File: config.mk
export PLATFORM = sky130hd
export DESIGN_NAME = mips32_fetch_stage
export DESIGN_NICKNAME = d
export VERILOG_FILES = /design/src/rtl/mips32_pkg.sv /design/src/rtl/mips32_fetch_buffer.sv /design/src/rtl/mips32_fetch_stage.sv
export SDC_FILE = /design/constraint.sdc
export NUM_CORES = 1
export LEC_CHECK = 0
export ABC_AREA = 1
export CAP_MARGIN = 20
export CORE_MARGIN = 1
export CORE_UTILIZATION = 45
export DETAILED_ROUTE_END_ITERATION = 16
export GPL_ROUTABILITY_DRIVEN = 0
export PLACE_DENSITY = 0.65
export SLEW_MARGIN = 20
export SYNTH_ARGS = -nofsm -noshare
export SYNTH_HDL_FRONTEND = slang
export SYNTH_SLANG_ARGS = --single-unit
File: constraint.sdc
create_clock -name clk -period 9.6 [get_ports clk]
set_input_delay 1.92 -clock clk [delete_from_list [all_inputs] [get_ports clk]]
set_output_delay 1.92 -clock clk [all_outputs]
set_load 0.02 [all_outputs]
File: src/rtl/mips32_pkg.sv
// Shared types and constants for the MIPS32 fetch stage and its prefetch buffer.
package mips32_pkg;

  localparam int XLEN = 32;
  localparam logic [XLEN-1:0] PC_STEP = 32'd4;

  typedef struct packed {
    logic [XLEN-1:0] pc;
    logic [XLEN-1:0] instr;
    logic            filled;
  } fetch_entry_t;

  function automatic logic [XLEN-1:0] word_align(input logic [XLEN-1:0] addr);
    return {addr[XLEN-1:2], 2'b00};
  endfunction

endpackage

File: src/rtl/mips32_fetch_buffer.sv
// Slot-reserving prefetch FIFO: slots are allocated at request time and filled
// in order as responses return, so the head is only valid once its word arrives.
module mips32_fetch_buffer
  import mips32_pkg::*;
#(
  parameter  int DEPTH = 4,
  localparam int AW    = $clog2(DEPTH),
  localparam int PW    = AW + 1
) (
  input  logic            clk,
  input  logic            reset,
  input  logic            alloc_en,
  input  logic [XLEN-1:0] alloc_pc,
  input  logic            fill_en,
  input  logic [XLEN-1:0] fill_data,
  input  logic            pop_en,
  input  logic            flush,
  output fetch_entry_t    head_entry,
  output logic [PW-1:0]   count,
  output logic [PW-1:0]   unfilled,
  output logic            fill_pending
);

  fetch_entry_t  entries_q [DEPTH];
  fetch_entry_t  entries_d [DEPTH];
  logic [PW-1:0] head_q, head_d;
  logic [PW-1:0] fill_q, fill_d;
  logic [PW-1:0] tail_q, tail_d;

  // Pop clears before alloc writes so a full-buffer pop+alloc on the same slot keeps the new entry.
  always_comb begin
    entries_d = entries_q;
    head_d    = head_q;
    fill_d    = fill_q;
    tail_d    = tail_q;
    if (flush) begin
      for (int i = 0; i < DEPTH; i++) entries_d[i] = '0;
      head_d = '0;
      fill_d = '0;
      tail_d = '0;
    end else begin
      if (pop_en) begin
        entries_d[head_q[AW-1:0]] = '0;
        head_d = head_q + PW'(1);
      end
      if (alloc_en) begin
        entries_d[tail_q[AW-1:0]] = '{pc: alloc_pc, instr: '0, filled: 1'b0};
        tail_d = tail_q + PW'(1);
      end
      if (fill_en) begin
        entries_d[fill_q[AW-1:0]].instr  = fill_data;
        entries_d[fill_q[AW-1:0]].filled = 1'b1;
        fill_d = fill_q + PW'(1);
      end
    end
  end

  always_ff @(posedge clk or negedge reset) begin
    if (!reset) begin
      for (int i = 0; i < DEPTH; i++) entries_q[i] <= '0;
      head_q <= '0;
      fill_q <= '0;
      tail_q <= '0;
    end else begin
      entries_q <= entries_d;
      head_q    <= head_d;
      fill_q    <= fill_d;
      tail_q    <= tail_d;
    end
  end

  assign head_entry   = entries_q[head_q[AW-1:0]];
  assign count        = tail_q - head_q;
  assign unfilled     = tail_q - fill_q;
  assign fill_pending = (fill_q != tail_q);

endmodule

File: src/rtl/mips32_fetch_stage.sv
// MIPS32 instruction-fetch stage: PC, request credit, redirect drop counting.
// Optional MIPS32_FETCH_PERF_EN adds perf_fetched/perf_stall counters.
module mips32_fetch_stage
  import mips32_pkg::*;
#(
  parameter  int              DEPTH    = 4,
  parameter  logic [XLEN-1:0] RESET_PC = 32'h0000_0000,
  localparam int              PW       = $clog2(DEPTH) + 1
) (
  input  logic            clk,
  input  logic            reset,
  output logic            imem_req_valid,
  output logic [XLEN-1:0] imem_req_addr,
  input  logic            imem_req_ready,
  input  logic            imem_rsp_valid,
  input  logic [XLEN-1:0] imem_rsp_data,
  input  logic            redirect_valid,
  input  logic [XLEN-1:0] redirect_pc,
  output logic            if_valid,
  output logic [XLEN-1:0] if_instr,
  output logic [XLEN-1:0] if_pc,
  output logic [XLEN-1:0] if_pc_plus4,
  input  logic            id_ready
`ifdef MIPS32_FETCH_PERF_EN
  ,
  output logic [XLEN-1:0] perf_fetched,
  output logic [XLEN-1:0] perf_stall
`endif
);

  fetch_entry_t    head_entry;
  logic [PW-1:0]   count, unfilled;
  logic            fill_pending;
  logic [XLEN-1:0] fetch_pc_q, fetch_pc_d;
  logic [PW-1:0]   drop_cnt_q, drop_cnt_d;
  logic [PW-1:0]   pending_drop;
  logic [PW:0]     occupancy;
  logic            pop, credit, req_fire, rsp_fill;

  assign if_valid    = head_entry.filled;
  assign if_instr    = head_entry.instr;
  assign if_pc       = head_entry.pc;
  assign if_pc_plus4 = head_entry.pc + PC_STEP;
  assign pop         = if_valid && id_ready;

  // Counting the slot freed by this cycle's consume keeps 1 instr/cycle at latency DEPTH-1.
  assign occupancy      = {1'b0, count} + {1'b0, drop_cnt_q} - {{PW{1'b0}}, pop};
  assign credit         = occupancy < (PW+1)'(DEPTH);
  assign imem_req_valid = reset && credit && !redirect_valid;
  assign imem_req_addr  = fetch_pc_q;
  assign req_fire       = imem_req_valid && imem_req_ready;
  assign rsp_fill       = imem_rsp_valid && (drop_cnt_q == '0) && fill_pending && !redirect_valid;

  // A response in the redirect cycle is old-stream and retires one pending drop.
  always_comb begin
    fetch_pc_d   = fetch_pc_q;
    drop_cnt_d   = drop_cnt_q;
    pending_drop = drop_cnt_q + unfilled;
    if (redirect_valid) begin
      fetch_pc_d = word_align(redirect_pc);
      drop_cnt_d = (imem_rsp_valid && (pending_drop != '0)) ? pending_drop - PW'(1) : pending_drop;
    end else begin
      if (req_fire) fetch_pc_d = fetch_pc_q + PC_STEP;
      if (imem_rsp_valid && (drop_cnt_q != '0)) drop_cnt_d = drop_cnt_q - PW'(1);
    end
  end

  always_ff @(posedge clk or negedge reset) begin
    if (!reset) begin
      fetch_pc_q <= word_align(RESET_PC);
      drop_cnt_q <= '0;
    end else begin
      fetch_pc_q <= fetch_pc_d;
      drop_cnt_q <= drop_cnt_d;
    end
  end

  mips32_fetch_buffer #(.DEPTH(DEPTH)) u_buffer (
    .clk         (clk),
    .reset       (reset),
    .alloc_en    (req_fire),
    .alloc_pc    (fetch_pc_q),
    .fill_en     (rsp_fill),
    .fill_data   (imem_rsp_data),
    .pop_en      (pop),
    .flush       (redirect_valid),
    .head_entry  (head_entry),
    .count       (count),
    .unfilled    (unfilled),
    .fill_pending(fill_pending)
  );

`ifdef MIPS32_FETCH_PERF_EN
  logic [XLEN-1:0] perf_fetched_q, perf_fetched_d;
  logic [XLEN-1:0] perf_stall_q, perf_stall_d;

  always_comb begin
    perf_fetched_d = perf_fetched_q + XLEN'(pop);
    perf_stall_d   = perf_stall_q + XLEN'(id_ready && !if_valid);
  end

  always_ff @(posedge clk or negedge reset) begin
    if (!reset) begin
      perf_fetched_q <= '0;
      perf_stall_q   <= '0;
    end else begin
      perf_fetched_q <= perf_fetched_d;
      perf_stall_q   <= perf_stall_d;
    end
  end

  assign perf_fetched = perf_fetched_q;
  assign perf_stall   = perf_stall_q;
`endif

endmodule

# ---- Word-level counts from Yosys, hierarchy flattened
# Index checks and enable logic that the tools add are counted.
# W data, S select, Z words.
dict set report word_totals {
  reg_bits 304
  inputBits 70
}
dict set report classes {
  add_sub_neg 12
  order_cmp 7
  n_eq_ne 1
  muxes 31
  bitwise_logic 5
  reduce_logical 20
}
# cell n
set op_table {}
lappend op_table {{$mux W260} 6}
lappend op_table {{$bwmux W260} 3}
lappend op_table {{$demux W65 S2} 4}
lappend op_table {{$and A260 B260 Y260} 1}
lappend op_table {{$mux W65} 4}
lappend op_table {{$not A260 Y260} 1}
lappend op_table {{$bmux W65 S2} 1}
lappend op_table {{$add A32 B3 Y32 const B} 2}
lappend op_table {{$mux W32} 2}
lappend op_table {{$mux W33} 1}
lappend op_table {{$mux W3} 9}
lappend op_table {{$logic_and A1 B1 Y1} 12}
lappend op_table {{$add A3 B1 Y3 const B} 3}
lappend op_table {{$ge A3 B3 Y1 const B} 3}
lappend op_table {{$lt A3 B1 Y1 const B} 3}
lappend op_table {{$not A2 Y3} 3}
lappend op_table {{$reduce_bool A2 Y1} 4}
lappend op_table {{$reduce_bool A3 Y1} 2}
lappend op_table {{$sub A3 B1 Y3 const B} 2}
lappend op_table {{$sub A3 B3 Y3} 2}
lappend op_table {{$add A3 B3 Y4} 1}
lappend op_table {{$lt A4 B3 Y1 const B} 1}
lappend op_table {{$sub A4 B1 Y4} 1}
lappend op_table {{$add A3 B3 Y3} 1}
lappend op_table {{4 further kinds} 4}

# ---- Logic depth before layout (Yosys ltp)
dict set report depth {
  depth_word 16
  ltp_mapped 24
  mapped_depth_nobuf 20
}

# ---- By module
# A second synthesis with hierarchy kept.
dict set report unflattened {
  cells_unflattened 2557
  hier_area_um2 17908.4
}
# mod n_inst cells_each area_per_inst_um2 seq_area_each_um2
set by_module_without_submodules {}
lappend by_module_without_submodules {mips32_fetch_buffer 1 1950 14348.8 6731.5}
lappend by_module_without_submodules {mips32_fetch_stage 1 607 3559.7 825.8}

# ---- Least setup slack after synthesis
# No wires, ideal clock.
dict set report synth_timing {
  path_type {input-to-output}
  from {input port id_ready}
  to {output port imem_req_valid}
  arrival_ps 3042
  t_required_ps 7680
  slack_ps 4638
  cell_stages 11
  path_buffers 1
  path_cell_list {nand2_4 inv_1 ha_1 inv_1 ha_1 nand2_1 nand2_1 nand2_1 nand2_1 and2_1 buf_4}
}
dict set report synth_via {
  elab_chain_len 5
}
# element line_no
set synth_rtl {}
lappend synth_rtl {{from (decl)} mips32_fetch_stage.sv:23} ;# input logic id_ready
lappend synth_rtl {{$logic_and A1 B1 Y1} mips32_fetch_stage.sv:44} ;# assign pop = if_valid && id_ready;
lappend synth_rtl {{$sub A4 B1 Y4} mips32_fetch_stage.sv:47} ;# assign occupancy = {1'b0, count} + {1'b0, drop_cnt_q} - {{PW{1'b0}}, pop};
lappend synth_rtl {{$lt A4 B3 Y1} mips32_fetch_stage.sv:48} ;# assign credit = occupancy < (PW+1)'(DEPTH);
lappend synth_rtl {{$logic_and A1 B1 Y1 (2 in a row)} mips32_fetch_stage.sv:49} ;# assign imem_req_valid = reset && credit && !redirect_valid;
lappend synth_rtl {{to (decl)} mips32_fetch_stage.sv:12} ;# output logic imem_req_valid,
# No other way between the ends.

# ---- Worst setup path in the final report
dict set report layout_timing {
  from {register u_buffer.head_q[0]}
  to {output port if_pc_plus4[18]}
}
dict set report layout_via {
  elab_chain_len 5
}
# element line_no
set layout_rtl {}
lappend layout_rtl {{from (decl)} mips32_fetch_buffer.sv:26} ;# logic [PW-1:0] head_q, head_d;
lappend layout_rtl {{from (signal assigned)} mips32_fetch_buffer.sv:61} ;# head_q <= '0;
lappend layout_rtl {{from (signal assigned)} mips32_fetch_buffer.sv:66} ;# head_q <= head_d;
lappend layout_rtl {{$not A2 Y3 (implied by the code)} mips32_fetch_buffer.sv:72} ;# assign head_entry = entries_q[head_q[AW-1:0]];
lappend layout_rtl {{$bmux W65 S2} mips32_fetch_buffer.sv:72}
lappend layout_rtl {{$mux W65 (implied by the code) (2 in a row)} mips32_fetch_buffer.sv:72}
lappend layout_rtl {{$add A32 B3 Y32} mips32_fetch_stage.sv:43} ;# assign if_pc_plus4 = head_entry.pc + PC_STEP;
lappend layout_rtl {{to (decl)} mips32_fetch_stage.sv:22} ;# output logic [XLEN-1:0] if_pc_plus4,
# No other way between the ends. The select of a mux whose other input is x is not followed.

==> results.yml <==
synth:
  ys_top_cells_by_area: "dfrtp_1 38%, nand2_1 19%, inv_1 7.7%"
  synth_top_area_share: 0.376
  synth.top_cells.by_count: "1028 x nand2_1, 415 x inv_1, 359 x nor2_1"
  synth_most_common_cell: "nand2_1"
  synth_cell_type_count: 38
  yosys_register_bits: 302
  ys_seq_area_frac: 0.376
  ys_warn_count: 0
  async_reset_ff_frac: 1.00
  yosysTopAreaCell: "dfrtp_1"
  synth_cells: 3103
  synth-edff-count: 0
  avgSynthCellArea_um2: 6.48
  synth_flop_cell: "dfrtp_1"
  synth.cell_area_um2: 20100
placed_design:
  io_buffers: 195
  hpwl_mm: 39.2
finish:
  fin_nets: 3237
  drive_gt1_frac: 0.0386
  fillers: 4502
  syn_to_final_growth_pct: 16.0
  multiInputGateArea_um2: 9950
  seqCellArea_um2: 7560
floorplan:
  die_area_um2: 45500
  coreArea_um2: 44100
  dieWidth_um: 213
  rows: 77
  die_h_um: 213
  initial_core_util: 0.456
  io_pins: 200
sta:
  period_minus_slack_ns: 6.74
  rsz0062_at_grt: "false"
  max_freq_ghz: 0.148
  fin_crit_sh: 0.702
  timing.setup.tns_ns: 0
  slew_violations: 0
  report.final.setup_viol: 0
  slew_headroom: 0.217
  hold_viol: 0
  finalClockSkew_ns: 0.0114
  worst_slew_pin_slew_ns: 1.17
detailed_routing:
  drt_wl_total_mm: 66.4
  postRouteAntennaNets: 0
  dr.first_iter.drc_count: 2013
  drc: 0
  drtPass1Iterations: 6
  viasPerCell: 5.36
  routedWlPerCell_um: 17.7
  vias: 20100
clock_tree:
  clk_pin_slew_ns: 0.06
  post_cts_buffers: 0
  clkLatencyLatePin_ns: 0.56
  hold_buffers: 0
  post_cts_resized: 0
  cts_tree: "built"
  clock_path_buffers: 3
  ctsRootBufferMaster: "clkbuf_16"
  cts_htree_levels: 2
  clock_sinks: 302
  cts_made_buffers: 38
worst_hold_path:
  hp-class: "reg -> reg"
global_routing:
  gr-total-overflow: 0
  grt_pass1_wl_mm: 105
  antenna_found_initial: 1
  gr-usage-all-layers: 0.296
  first_global_vias: 19300
  grt_max_degree: 134
worst_setup_path:
  critPathMaxFanout: 49
  worstPathArrival_ns: 4.82
  critical_path_class: "reg -> out"
  cp-end-kind: "primary output"
  start_kind: "flip-flop"
  cp.required_ns: 7.68
job:
  max_cap_violations: 0
power:
  peakVddDrop_v: 0.000121
  power_mw: 3.98
  p_per_area_nw_per_um2: 171
  leakagePower_nw: 12.1
run_status:
  status: "complete, no violations"
flip-flops by register name, summed over array words and instances, names as in the netlist:
signal,flops
imem_req_addr,30
u_buffer.head_q,3
u_buffer.fill_q,3
drop_cnt_q,3
u_buffer.entries_q,260
u_buffer.tail_q,3
layer usage:
layer / vias to the layer above / share of wire / GRT usage / wire length, um
li1: 9742 / - / - / -
met1: 9454 / 0.43 / 0.385 / 28400
met2: 837 / 0.47 / 0.507 / 31100
met3: 109 / 0.075 / 0.0373 / 4990
met4: 0 / 0.028 / 0.103 / 1890
met5: - / 0 / 0 / 0
worst max-delay path, stage by stage (launching register included):
cell and delay (ns):
dfrtp_4 0.72, inv_4 0.54, buf_4 0.57, nand2_1 0.09, nand3_1 0.08, and2_1 0.36, ha_1 0.25, inv_1 0.07
nor2_2 0.17, nand2_1 0.12, nor2_2 0.28, nand2_1 0.11, xor2_1 0.20, clkdlybuf4s50_1 0.64
final timing paths:
kind / from / endpoint / slack, ns / cells after the start
max: u_buffer.head_q[0] / if_pc_plus4[18] / 2.86 / 13
min: u_buffer.head_q[2] / u_buffer.head_q[2] / 0.49 / 1
max reg2reg: u_buffer.head_q[0] / u_buffer.entries_q[166] / 4.60 / 18
min reg2reg: u_buffer.head_q[2] / u_buffer.head_q[2] / 0.49 / 1
max in group asynchronous: reset / u_buffer.entries_q[53] / 6.26 / 4
min in group asynchronous: reset / imem_req_addr[11] / 1.34 / 1
logic make-up after synthesis:
kind of cell | Yosys count | synth area share
buf+inv | 651 | 0.131
other cells | 1 | 0.000187
xor+xnor | 40 | 0.0174
flops | 302 | 0.376
compound gates | 462 | 0.134
fa+ha+maj | 29 | 0.0192
simple gates | 1618 | 0.322
where the power goes:
part / internal (mW) / switching, mW / total, mW
registers: 1.33 / 0.126 / 1.46
logic: 0.378 / 0.685 / 1.06
clock network: 0.883 / 0.577 / 1.46
total: 2.59 / 1.39 / 3.98
cells in the final DEF (no fill, tap or decap), types with 4 or more instances in the layout:
master and instances:
clkinv_2 8, inv_2 7, buf_4 23, nor3_1 8, nand4_1 25, clkdlybuf4s50_1 193
xnor2_1 9, dfrtp_1 300, ha_1 23, o21ai_0 256, a21oi_1 88, inv_1 415
nand2_1 1025, clkbuf_8 7, nor2_2 8, clkbuf_1 9, a41oi_1 96, xor2_1 31
nor2_1 359, clkbuf_16 41, nand3_2 4, nand3_1 170, nand3b_1 6, o21ai_1 14
through the flow:
step           cells  setup slack [ns]  cell area [um2]   util  hold WS, ns
2_1_floorplan   3104              4.64            20100      -        0.454
3_3_place_gp    3688              3.19            22000  0.498        0.479
3_5_place_dp    3688              3.20            22000  0.499        0.482
4_1_cts         3754              2.91            23300  0.527        0.487
5_1_grt         3756              2.63            23300  0.528        0.534
6_report        3757              2.86            23300  0.528        0.495
final cells by class:
| class | instances | area share |
|---|---|---|
| Tap cell | 592 | 0.0318 |
| Clock buffer | 57 | 0.0496 |
| Antenna cell | 1 | 0.000107 |
| Clock inverter | 9 | 0.00424 |
| Timing Repair Buffer | 220 | 0.0941 |
| Inverter | 425 | 0.0687 |
| Multi-Input combinational cell | 2151 | 0.427 |
| Sequential cell | 302 | 0.324 |
No activity file was read; power rests on OpenSTA's default activity.
